File: src/rtl/duration_entry_multi.sv
// duration_entry_multi
// Holds one duration per traffic-light phase and edits them either by
// pushbutton stepping or by decoded IR remote codes (step keys, or
// multi-digit keypad entry with commit, cancel and idle timeout).
// The countdown/display logic reads value_out; cur is the value to display.

module duration_entry_multi #(
    parameter int          W           = 7,
    parameter int          CHANNELS    = 3,
    parameter int          DIGITS      = 2,
    parameter int          MIN         = 1,
    parameter int          MAX         = 99,
    parameter int          DEFAULT     = 30,
    parameter int          TIMEOUT_CYC = 150_000_000,
    parameter logic [7:0]  CODE_UP     = 8'h1B,
    parameter logic [7:0]  CODE_DOWN   = 8'h1F,
    parameter logic [7:0]  CODE_OK     = 8'h17,
    parameter logic [7:0]  CODE_CLR    = 8'h0C,
    localparam int         CW          = (CHANNELS > 1) ? $clog2(CHANNELS) : 1
) (
    input  logic                  clk,
    input  logic                  reset,
    input  logic                  enable,
    input  logic                  mode,
    input  logic                  key_n,
    input  logic                  up_down,
    input  logic [CW-1:0]         sel,
    input  logic                  ir_valid,
    input  logic [7:0]            ir_code,
    output logic [CHANNELS*W-1:0] value_out,
    output logic [W-1:0]          cur,
    output logic                  entering,
    output logic                  commit,
    output logic                  err
);

    // Entry buffer holds up to DIGITS decimal digits; 4 bits per digit always
    // leaves room for 10^DIGITS-1, so the buffer arithmetic never overflows.
    localparam int BW = 4 * DIGITS;
    localparam int NW = $clog2(DIGITS + 1);
    localparam int TW = (TIMEOUT_CYC > 1) ? $clog2(TIMEOUT_CYC) : 1;

    typedef enum logic {
        ST_IDLE  = 1'b0,
        ST_ENTRY = 1'b1
    } state_t;

    // ------------------------------------------------------------------
    // Helpers
    // ------------------------------------------------------------------

    // One wrap-around step inside [MIN, MAX].
    function automatic logic [W-1:0] step_val(input logic [W-1:0] v, input logic up);
        logic [W-1:0] r;
        if (up) begin
            if (v == W'(MAX)) begin
                r = W'(MIN);
            end else begin
                r = v + W'(1);
            end
        end else begin
            if (v == W'(MIN)) begin
                r = W'(MAX);
            end else begin
                r = v - W'(1);
            end
        end
        return r;
    endfunction

    // Range check at full buffer width, before any truncation to W.
    function automatic logic in_range(input logic [BW-1:0] b);
        return (int'(b) >= MIN) && (int'(b) <= MAX);
    endfunction

    // Guards against select codes beyond the populated channels.
    function automatic logic chan_ok(input logic [CW-1:0] c);
        return int'(c) < CHANNELS;
    endfunction

    // ------------------------------------------------------------------
    // State
    // ------------------------------------------------------------------
    state_t          state_r;
    logic [W-1:0]    vals_r [CHANNELS];
    logic [BW-1:0]   buf_r;
    logic [NW-1:0]   cnt_r;
    logic [CW-1:0]   tgt_r;
    logic [TW-1:0]   tmo_r;
    logic            key_prev_r;
    logic            key_armed_r;
    logic [W-1:0]    cur_r;
    logic            entering_r;
    logic            commit_r;
    logic            err_r;

    state_t          nxt_state;
    logic [W-1:0]    nxt_vals [CHANNELS];
    logic [BW-1:0]   nxt_buf;
    logic [NW-1:0]   nxt_cnt;
    logic [CW-1:0]   nxt_tgt;
    logic [TW-1:0]   nxt_tmo;
    logic [W-1:0]    nxt_cur;
    logic            nxt_commit;
    logic            nxt_err;
    logic            do_finish_s;

    logic            key_fall_s;
    logic            sel_ok_s;
    logic            is_digit_s;
    logic [3:0]      dig_s;
    logic [BW-1:0]   acc_s;

    // A press counts only once the key has been seen released since reset,
    // so a key held through reset does not step anything.
    assign key_fall_s = key_armed_r & key_prev_r & ~key_n;
    assign sel_ok_s   = chan_ok(sel);
    assign is_digit_s = (ir_code <= 8'h09);
    assign dig_s      = ir_code[3:0];
    assign acc_s      = (buf_r * BW'(10)) + BW'(dig_s);

    // Next-state, next-value and pulse computation for the edit FSM.
    always_comb begin
        nxt_state   = state_r;
        nxt_vals    = vals_r;
        nxt_buf     = buf_r;
        nxt_cnt     = cnt_r;
        nxt_tgt     = tgt_r;
        nxt_tmo     = tmo_r;
        nxt_commit  = 1'b0;
        nxt_err     = 1'b0;
        do_finish_s = 1'b0;

        case (state_r)
            ST_IDLE: begin
                if (!enable) begin
                    nxt_state = ST_IDLE;
                end else if (!mode) begin
                    if (key_fall_s && sel_ok_s) begin
                        nxt_vals[sel] = step_val(vals_r[sel], up_down);
                        nxt_commit    = 1'b1;
                    end else begin
                        nxt_commit    = 1'b0;
                    end
                end else if (ir_valid) begin
                    if (is_digit_s) begin
                        nxt_state   = ST_ENTRY;
                        nxt_buf     = BW'(dig_s);
                        nxt_cnt     = NW'(1);
                        nxt_tgt     = sel;
                        nxt_tmo     = {TW{1'b0}};
                        do_finish_s = (DIGITS == 1);
                    end else if ((ir_code == CODE_UP || ir_code == CODE_DOWN) && sel_ok_s) begin
                        nxt_vals[sel] = step_val(vals_r[sel], ir_code == CODE_UP);
                        nxt_commit    = 1'b1;
                    end else begin
                        nxt_state = ST_IDLE;
                    end
                end else begin
                    nxt_state = ST_IDLE;
                end
            end

            ST_ENTRY: begin
                if (!enable || !mode) begin
                    // Silent abort: editing disabled or switched to pushbutton.
                    nxt_state = ST_IDLE;
                    nxt_cnt   = {NW{1'b0}};
                    nxt_tmo   = {TW{1'b0}};
                end else if (ir_valid && is_digit_s) begin
                    nxt_buf     = acc_s;
                    nxt_cnt     = cnt_r + NW'(1);
                    nxt_tmo     = {TW{1'b0}};
                    do_finish_s = ((cnt_r + NW'(1)) == NW'(DIGITS));
                end else if (ir_valid && ir_code == CODE_OK) begin
                    do_finish_s = 1'b1;
                end else if (ir_valid && ir_code == CODE_CLR) begin
                    nxt_state = ST_IDLE;
                    nxt_cnt   = {NW{1'b0}};
                    nxt_tmo   = {TW{1'b0}};
                end else if (tmo_r == TW'(TIMEOUT_CYC - 1)) begin
                    // Step keys and unknown codes fall through here and do
                    // not refresh the idle timer.
                    nxt_state = ST_IDLE;
                    nxt_cnt   = {NW{1'b0}};
                    nxt_tmo   = {TW{1'b0}};
                    nxt_err   = 1'b1;
                end else begin
                    nxt_tmo   = tmo_r + TW'(1);
                end
            end

            default: begin
                nxt_state = ST_IDLE;
                nxt_cnt   = {NW{1'b0}};
                nxt_tmo   = {TW{1'b0}};
            end
        endcase

        if (do_finish_s) begin
            nxt_state = ST_IDLE;
            nxt_cnt   = {NW{1'b0}};
            nxt_tmo   = {TW{1'b0}};
            if (in_range(nxt_buf) && chan_ok(nxt_tgt)) begin
                nxt_vals[nxt_tgt] = W'(nxt_buf);
                nxt_commit        = 1'b1;
            end else begin
                nxt_err           = 1'b1;
            end
        end else begin
            nxt_commit = nxt_commit;
        end

        if (nxt_state == ST_ENTRY) begin
            nxt_cur = W'(nxt_buf);
        end else if (sel_ok_s) begin
            nxt_cur = nxt_vals[sel];
        end else begin
            nxt_cur = {W{1'b0}};
        end
    end

    // FSM state, stored durations and all registered outputs.
    always_ff @(posedge clk) begin
        if (reset) begin
            state_r     <= ST_IDLE;
            for (int i = 0; i < CHANNELS; i++) begin
                vals_r[i] <= W'(DEFAULT);
            end
            buf_r       <= {BW{1'b0}};
            cnt_r       <= {NW{1'b0}};
            tgt_r       <= {CW{1'b0}};
            tmo_r       <= {TW{1'b0}};
            key_prev_r  <= 1'b1;
            key_armed_r <= key_n;
            cur_r       <= W'(DEFAULT);
            entering_r  <= 1'b0;
            commit_r    <= 1'b0;
            err_r       <= 1'b0;
        end else begin
            state_r     <= nxt_state;
            vals_r      <= nxt_vals;
            buf_r       <= nxt_buf;
            cnt_r       <= nxt_cnt;
            tgt_r       <= nxt_tgt;
            tmo_r       <= nxt_tmo;
            key_prev_r  <= key_n;
            key_armed_r <= key_armed_r | key_n;
            cur_r       <= nxt_cur;
            entering_r  <= (nxt_state == ST_ENTRY);
            commit_r    <= nxt_commit;
            err_r       <= nxt_err;
        end
    end

    for (genvar g = 0; g < CHANNELS; g++) begin : g_pack
        assign value_out[g*W +: W] = vals_r[g];
    end

    assign cur      = cur_r;
    assign entering = entering_r;
    assign commit   = commit_r;
    assign err      = err_r;

endmodule

File: config.mk
export PLATFORM = sky130hd
export DESIGN_NAME = duration_entry_multi
export DESIGN_NICKNAME = d
export VERILOG_FILES = /design/src/rtl/duration_entry_multi.sv
export SDC_FILE = /design/constraint.sdc
export NUM_CORES = 1
export LEC_CHECK = 0
export ABC_AREA = 1
export BUFFER_PORTS_ARGS = -buffer_cell sky130_fd_sc_hd__buf_2
export CORE_MARGIN = 2
export CORE_UTILIZATION = 30
export CTS_BUF_LIST = sky130_fd_sc_hd__clkbuf_4
export CTS_CLUSTER_DIAMETER = 120
export DETAILED_ROUTE_END_ITERATION = 10
export GPL_TIMING_DRIVEN = 0
export MAX_ROUTING_LAYER = met4
export SLEW_MARGIN = 20
export SYNTH_ARGS = -nofsm -noshare
export SYNTH_HDL_FRONTEND = slang
export SYNTH_SLANG_ARGS = --single-unit
File: constraint.sdc
create_clock -name clk -period 4.2 [get_ports clk]
set_clock_uncertainty 0.2 [all_clocks]
set_input_delay 0.21 -clock clk [delete_from_list [all_inputs] [get_ports clk]]
set_output_delay 0.21 -clock clk [all_outputs]
set_load 0.005 [all_outputs]
---- After elaboration in Yosys (flattened, before gate mapping) ----
Cells that the tools add are included.
storage, ports and cells
  bits in registers ....................... 73
  output and inout bits ................... 31
cells by class
  $add $sub $neg .......................... 5
  multiply operators ...................... 1
  order comparisons ....................... 9
  equal/unequal tests ..................... 14
  multiplexer cells ....................... 103
  bitwise operators ....................... 7
  reduce and logical (&&, ||, !) cells .... 16
operator list
  operator                 number
  $mux W28                 9
  $mux W21                 9
  $mux W7                  22
  $bwmux W21               3
  $pmux W28 S2             1
  $mux W8                  6
  $mux W1                  31
  $add A28 B1 Y28 const B  1
  $bmux W7 S2              2
  $demux W7 S2             2
  $eq A28 B28 Y1 const B   1
  $mux W2                  14
  $eq A8 B5 Y1 const B     3
  $pmux W8 S2              1
  $logic_and A1 B1 Y1      9
  $add A8 B4 Y8            1
  $eq A8 B4 Y1 const B     1
  $ge A8 B1 Y1 const B     1
  $le A8 B4 Y1 const B     1
  $le A8 B7 Y1 const B     1
  $mul A8 B3 Y7 const B    1
  $ne A2 B2 Y1 const B     4
  $add A7 B1 Y7 const B    1
  $eq A7 B1 Y1 const B     1
  20 further kinds         29

---- Longest topological paths before layout ----
Gate-level depths: netlist of the first run.
  depth in word-level cells ............... 28
  mapped depth ............................ 23
  gate-level depth less buffers ........... 22

---- Worst setup path after synthesis of the first run ----
Ideal clock, no wire load.
  path type ............................... flip-flop to flip-flop
  start point ............................. register buf_r[1]
  end point ............................... register cur_r[6], in the netlist cur[6]
  setup time .............................. 0.112 ns
  data arrival time ....................... 2.612 ns
  required time ........................... 3.888 ns
  setup slack ............................. 1.276 ns
  cell stages (with the launch flop) ...... 20
  cells stage by stage .................... dfxtp_1 -> ha_1 -> ha_1 -> inv_1 -> fa_1 -> inv_1 -> nand3_1 -> nand3b_1 -> nand3_1 -> nand2_1 -> nor2_4 -> nand2_2 -> nor2_4 -> nand3_4 -> inv_2 -> nand2_1 -> nand3_1 -> nand3_1 -> nand2_1 -> nand2_1
on the way
  word-level cells in the longest chain between the ends .. 15
  elaborated cells on any way between the ends .. 21
  those cells by class .................... 1 x add/sub; 1 x mul; 2 x order compare; 15 x mux; 2 x reduce/logical
RTL lines
  item                                                 RTL line  RTL
  start: declaration                                   86        logic [BW-1:0] buf_r;
  start signal: assignment                             230       buf_r <= {BW{1'b0}};
  start signal: assignment                             243       buf_r <= nxt_buf;
  $mul A8 B3 Y7 / $mux W8 (equally long branches)      120, 146
  $add A8 B4 Y8 / $mux W8 (equally long branches)      120, 145
  $mux W8 (on tied branches)                           170, 138
  $mux W8 (on tied branches)                           165, 136
  $pmux W8 S2 (*)                                      134       case (state_r)
  $ge A8 B1 Y1 / $le A8 B7 Y1 (equally long branches)  73        return (int'(b) >= MIN) && (int'(b) <= MAX);
  $logic_and A1 B1 Y1                                  73
  $logic_and A1 B1 Y1                                  204       if (in_range(nxt_buf) && chan_ok(nxt_tgt)) begin
  $mux W21                                             204
  $mux W21                                             200       if (do_finish_s) begin
  $bmux W7 S2                                          217       nxt_cur = nxt_vals[sel];
  $mux W7 (not written as such) (2 in a row)           217
  $mux W7                                              216       end else if (sel_ok_s) begin
  $mux W7 (*)                                          214       if (nxt_state == ST_ENTRY) begin
  end signal: assignment                               236       cur_r <= W'(DEFAULT);
  end signal: assignment                               249       cur_r <= nxt_cur;
  end: declaration                                     92        logic [W-1:0] cur_r;
Every way passes the cells marked *; elsewhere a longest branch is shown, timed or not. The select of a mux whose other input is x is not followed.
A chain may end at the register's enable or synchronous reset.

---- Worst setup path in the final report of the first run ----
  start point ............................. register buf_r[1]
  end point ............................... register cur_r[5], in the netlist cur[5]
Same word-level chain as after synthesis.

==> results of run 1 <==
==> cell type report <==
class | instances | area, um^2 | area share
clock buffers | 10 | 75.1 | 0.0118
well taps | 234 | 293 | 0.0459
repair buffers | 44 | 230 | 0.0361
plain buffers | 22 | 114 | 0.0179
diodes | 1 | 2.50 | 0.000393
flip-flops and latches | 73 | 1460 | 0.229
clock inverters | 6 | 106 | 0.0167
inverters | 124 | 468 | 0.0734
multi-input cells | 737 | 3620 | 0.568
==> worst max-delay path: cells and delay by family, from the launching register on <==
family	cells	cell delay, ps
and+or+nand+nor	13	1400
DFF	1	360
adders and majority gates	3	840
xor gates and xnor gates	1	260
buffers and inverters	2	220
==> where the power goes <==
part           switching (uW)  total, uW  internal (uW)
Combinational             202        299           97.3
Clock                     259        564            305
Sequential               21.4        732            710
==> state kept, by name (all words and copies together), names as in the netlist <==
register     flops
buf_r            8
cnt_r            2
commit           1
cur              7
entering         1
err              1
key_armed_r      1
key_prev_r       1
tgt_r            2
tmo_r           28
value_out       21
==> routing by layer <==
metal | global-route usage | up-vias
li1 | - | 3239
met1 | 0.243 | 2767
met2 | 0.302 | 175
met3 | 0.0321 | 44
met4 | 0.0895 | 0
met5 | - | -
==> synth_stat cells, drive strengths merged (4+ instances only) <==
cell and number:
nor4 6, nor2 80, ha 15, buf 11
or2 5, clkinv 7, nand2 313, inv 117
o21a 5, nand3 134, clkbuf 11, nor3 20
o21ai 44, dfxtp 73, nand3b 4, a211oi 4
nand4 23, a21oi 70
==> through the flow <==
step / hold WS [ps] / setup slack [ps]
after floorplan: 119 / 1280
after global placement: 228 / 900
after detailed placement: 238 / 854
after CTS: 97.3 / 820
after global routing: 118 / 486
final: 119 / 802
==> worst max-delay path by stage <==
stage	startpoint	endpoint	slack (ps)	cells past startpoint
detailed placement	buf_r[3]	cur[2]	850	19
finish	buf_r[1]	cur[5]	800	19
global placement	buf_r[3]	cur[0]	900	18
global route	buf_r[3]	cur[5]	490	19
floorplan	buf_r[1]	cur[6]	1280	19
CTS	buf_r[3]	cur[5]	820	19
==> kinds of logic after synthesis <==
family | Yosys count | synth area share
AND/OR/NAND/NOR | 587 | 0.472
buffers and inverters | 146 | 0.103
AO/OA/AOI/OAI | 130 | 0.122
flip-flops | 73 | 0.258
adder cells (fa/ha/maj) | 17 | 0.0402
XOR/XNOR | 3 | 0.00464
==> run metrics, run 1 <==
syn_area_per_cell=5.92 um^2; unrepaired setup endpoints after global routing=no; mapped cell area=5660 um^2; Starting DRT DRC Count=477; min-delay src=sel[1]; WHS Path Cells=6; sequential element share of the synthesized area=0.258; crit-path max FO=8; Synth warnings=0; Setup crit start kind=flip-flop; Final setup viols=0; CTS Buf Count=9; WL met3=965 um; Remaining DRCs=0; power per cell area=250 nW/um^2; slew of the pin with the lowest slew margin=660 ps; status=complete, no violations; hold buffers post-CTS=2; most frequent cells in the layout=nand2_1 (308), nand3_1 (127), inv_1 (105), dfxtp_1 (73), a21oi_1 (70); Hold Path End=cur[6]; RePlAce Congestion=0.953; largest net degree at the start of global routing=13; CP cell instances=ha_1 -> ha_1 -> inv_1 -> fa_1 -> xnor2_1 -> nand3_1 -> nand3b_1 -> nand3_1 -> nand2_1 -> nor2_4 -> nand2_2 -> nor2_4 -> nand3_4 -> inv_2 -> nand2_1 -> nand3_1 -> nand3_1 -> nand2_1 -> nand2_1; CTS sink cnt=73; DP Area=6160 um^2; CP max stage cell=fa_1; routed wl met2=8.24 mm; min Tclk post-route=3400 ps; Core Util, Final=0.343; Placed Cells=1232; leading area contributor after synthesis=dfxtp_1; Worst Hold Class=input pin to flip-flop; initial antenna violation count=1; Worst path max stage delay=370 ps; Antenna Nets Post-Route=0; placed wire-length estimate=14.5 mm; IO Count=48; CP Class=flip-flop to flip-flop; Slew HR=0.557; Port Buf Inserts=42; LEAKAGE=0.00289 uW; total vias in the final route=6225; Req. time, crit path=4310 ps; synthesized instance count=956; Yosys reg bits=73; Tot GR Track Use=0.192; die area=20000 um^2; area delta synth->final=12.6%; Final period util=0.809; H-tree Lvls=3; ys async rst share=0; CTS tree=done; Routed WL=18.4 mm; DR top layer=met4; Die H=141 um; Fmax=294 MHz; floorplan core area=18600 um^2; EDFF count, synth=0; CTS resizes=0; number of global-route vias before repair=5822; Finished Layout Cells=1251; Root Buffer=clkbuf_4; gr ovfl total=0; R2R depth=19; num rows=50; VDD IR max=0.124 mV; Detailed Routing Iterations Pass 1=5; top-area cell type share of the netlist area=0.258; r2r startpoint=buf_r[1]; first-pass GRT wire length=29.9 mm; Die W=141 um; Routed WL per cell=14.7 um; Setup crit end kind=flip-flop; worst skew pair latency=430 ps; top post-synthesis cells by area=dfxtp_1 (26%), nand2_1 (20%), nand3_1 (11%); Yosys cell types=42; r2r setup slk=800 ps; Max-Cap Viols=0; most common cell after layout, fill and taps aside=nand2_1; Via density=4.98; clock-pin slew on the worst setup and hold paths=130 ps; Met1 Wirelength=8.46 mm; final slew viol count=0; Worst R2R End=cur[5]; total power=1590 uW; Fin Setup TNS=0 ps; post-route design area=6370 um^2; Fin. Hold Viols=0; clk buf depth=2; Fill cells=2079; CP arrival=3510 ps; Primary FF master, synth=dfxtp_1; number of setup buffers added after CTS=0; nets@finish=1045; layout cells sized above 1=0.112; syn_nets=990; initial core utilization=0.305
Note: power is estimated with default switching activity, not from simulation.
==> run 2, diff against run 1 <==
clock period = 3.3 ns   (was 4.2 ns; I/O delays follow)
==> run 2 against run 1 <==
  * Worst setup slack got worse by 770 ps
  * Register-to-register slack worse by 770 ps
  * Die area is the same
  * Sequential cell count unchanged
  * Combinational power increased by 30%
  * Global-route usage about the same
  * Non-clock buffer count increased by 5
  * Wire length grew 0.78%
  * Power up 28%
  * Clock-buffer cell count stayed put
  * Design area is 3.1% higher
  * First-iteration DRC count shrank 3.1%
  * Largest power group unchanged
==> run metrics, run 2 (synthesis results as in run 1) <==
Req. time, crit path=3430 ps (-880 ps); CTS Buf Count=9 (unchanged); power per cell area=310 nW/um^2 (+24%); CTS tree=done; P_int=1420 uW (+28%); Slew HR=0.540 (-0.0170); R2R depth=19 (unchanged); Port Buf Inserts=42 (unchanged); Starting DRT DRC Count=462 (-3.1%); Tot GR Track Use=0.193 (about the same); CP cell instances=ha_4 -> ha_4 -> inv_2 -> fa_2 -> xnor2_2 -> nand3_1 -> nand3b_1 -> nand3_2 -> nand2_2 -> nor2_4 -> nand2_2 -> nor2_4 -> nand2_2 -> nor2_4 -> nand2_1 -> nand3_2 -> nand3_1 -> nand2_1 -> nand2_1; first-pass GRT wire length=29.9 mm (about the same); Remaining DRCs=0 (unchanged); CP delay by family, top=simple AND/OR/NAND/NOR gates; status=complete, no violations; Worst path max stage delay=380 ps (about the same); Root Buffer=clkbuf_4; CP Class=flip-flop to flip-flop; placed wire-length estimate=14.5 mm (unchanged); switching pwr=618 uW (+28%); num rows=50 (unchanged); post-route design area=6570 um^2 (+3.1%); Hold Path End=value_out[0]; Detailed Routing Iterations Pass 1=5 (unchanged); Sw Ratio=0.304 (+0.00126); Routed WL per cell=14.8 um (+0.38%); gr ovfl total=0 (unchanged); Worst R2R End=cur[1]; nets@finish=1050 (+0.48%); Reg power frac=0.457 (-0.002); Most Used Layer, Global Route=met2; Routed WL=18.5 mm (+0.78%); initial antenna violation count=1 (unchanged); Final setup viols=0 (unchanged); min-delay src=ir_code[0]; Max-Cap Viols=0 (unchanged); max FFs per register=28 (unchanged); number of global-route vias before repair=5831 (+0.15%); most common cell after layout, fill and taps aside=nand2_1; Fmax=306 MHz (+4.1%); r2r setup slk=40 ps (-770 ps); clock-pin slew on the worst setup and hold paths=130 ps (about the same); CP arrival=3400 ps (-110 ps); RePlAce Congestion=0.953 (unchanged); Die H=141 um (unchanged); Setup crit start kind=flip-flop; clock power share=0.352 (-0.002); Die W=141 um (unchanged); floorplan core area=18600 um^2 (unchanged); r2r startpoint=buf_r[1]; largest net degree at the start of global routing=13 (unchanged); Finished Layout Cells=1256 (+0.40%); DP Area=6160 um^2 (unchanged); most frequent cells in the layout=nand2_1 (292), nand3_1 (116), inv_1 (103), a21oi_1 (70), dfxtp_1 (69); min Tclk post-route=3260 ps (-134 ps); area delta synth->final=16.0%; slew of the pin with the lowest slew margin=686 ps (+25.3 ps); Setup crit end kind=flip-flop; Fin Setup TNS=0 ps (unchanged); met2 Resource Use GR=0.303 (+0.000511); WHS Path Cells=5 (-1); die area=20000 um^2 (unchanged); Gate power share=0.192 (+0.005); VDD IR max=0.152 mV (+22%); unrepaired setup endpoints after global routing=yes; Fin. Hold Viols=0 (unchanged); Crit path buffers/inverters=1 (-1); initial core utilization=0.305 (unchanged); grt met3 use=0.0321 (unchanged); total vias in the final route=6273 (+0.77%); LEAKAGE=0.00295 uW (+2.1%); crit-path max FO=6 (-2); worst skew pair latency=420 ps (about the same); Antenna Nets Post-Route=0 (unchanged); H-tree Lvls=3 (unchanged); Via density=4.99 (+0.37%); layout cells sized above 1=0.153 (+0.0406); Placed Cells=1232 (unchanged); Biggest register=tmo_r; Final period util=0.989 (+0.180); CTS sink cnt=73 (unchanged); IO Count=48 (unchanged); total power=2040 uW (+28%); Core Util, Final=0.354 (+0.0106); clk buf depth=2 (unchanged); met1 usage=0.243 (about the same); Worst Hold Class=input pin to flip-flop; CP max stage cell=dfxtp_4; final slew viol count=0 (unchanged)
-- run 2: cell types whose count changed in the layout (fill, tap and decap cells not counted), sizes merged --
cell,delta
buf,+5
-- run 2: worst min-delay path, cell delays in order --
cell and delay (ps):
buf_2 120, nand2_1 60, nand2_1 130, nand2_1 130
a21oi_1 60
-- run 2: power by group through the flow --
| stage | Clock [uW] | Combinational [uW] | Sequential, uW |
|---|---|---|---|
| 4_1_cts | 737 | 377 | 930 |
| 6_report | 717 | 390 | 930 |
| 3_3_place_gp | 0 | 371 | 951 |
| 2_1_floorplan | 0 | 258 | 943 |
| 3_5_place_dp | 0 | 374 | 950 |
| 5_1_grt | 775 | 438 | 934 |
-- run 2: layer usage --
layer,routed length (um),vias up
met5,0,-
met4,643,0
met3,910,38
met2,8430,197
met1,8540,2786
li1,-,3252
-- run 2: metrics by stage --
stage / hold slack [ps] / worst slack [ps]
final: 83.3 / 35.8
after global placement: 214 / 0.0515
after detailed placement: 224 / -45.7
after global routing: 72.5 / -165
after floorplan: 73.9 / 376
after CTS: 52.3 / -1.80
-- run 2: final cells by class --
type                       instances  area, um^2
antenna                            1        2.50
buffer                            22         114
clock buffer                      10        75.1
clock inverter                     6         106
fill                            2052       12000
inverter                         124         475
multi-input combinational        737        3760
sequential                        73        1470
tap                              234         293
timing repair buffer              49         272
-- run 2: worst max path at each step --
stage	from	cells after the start	to
2_1_floorplan	buf_r[1]	19	cur[6]
3_3_place_gp	buf_r[3]	18	cur[0]
3_5_place_dp	buf_r[3]	19	cur[2]
4_1_cts	buf_r[1]	19	cur[4]
5_1_grt	buf_r[1]	19	cur[5]
6_report	buf_r[1]	19	cur[1]
-- run 2: what timing repair did --
item | CTS | global route
buffers inserted | 0 | 5
endpoints found under the hold margin | 5 | 0
hold buffers | 2 | 0
pin swaps | 0 | 22
setup endpoints to repair | 7 | 25
gates resized for setup | 6 | 40
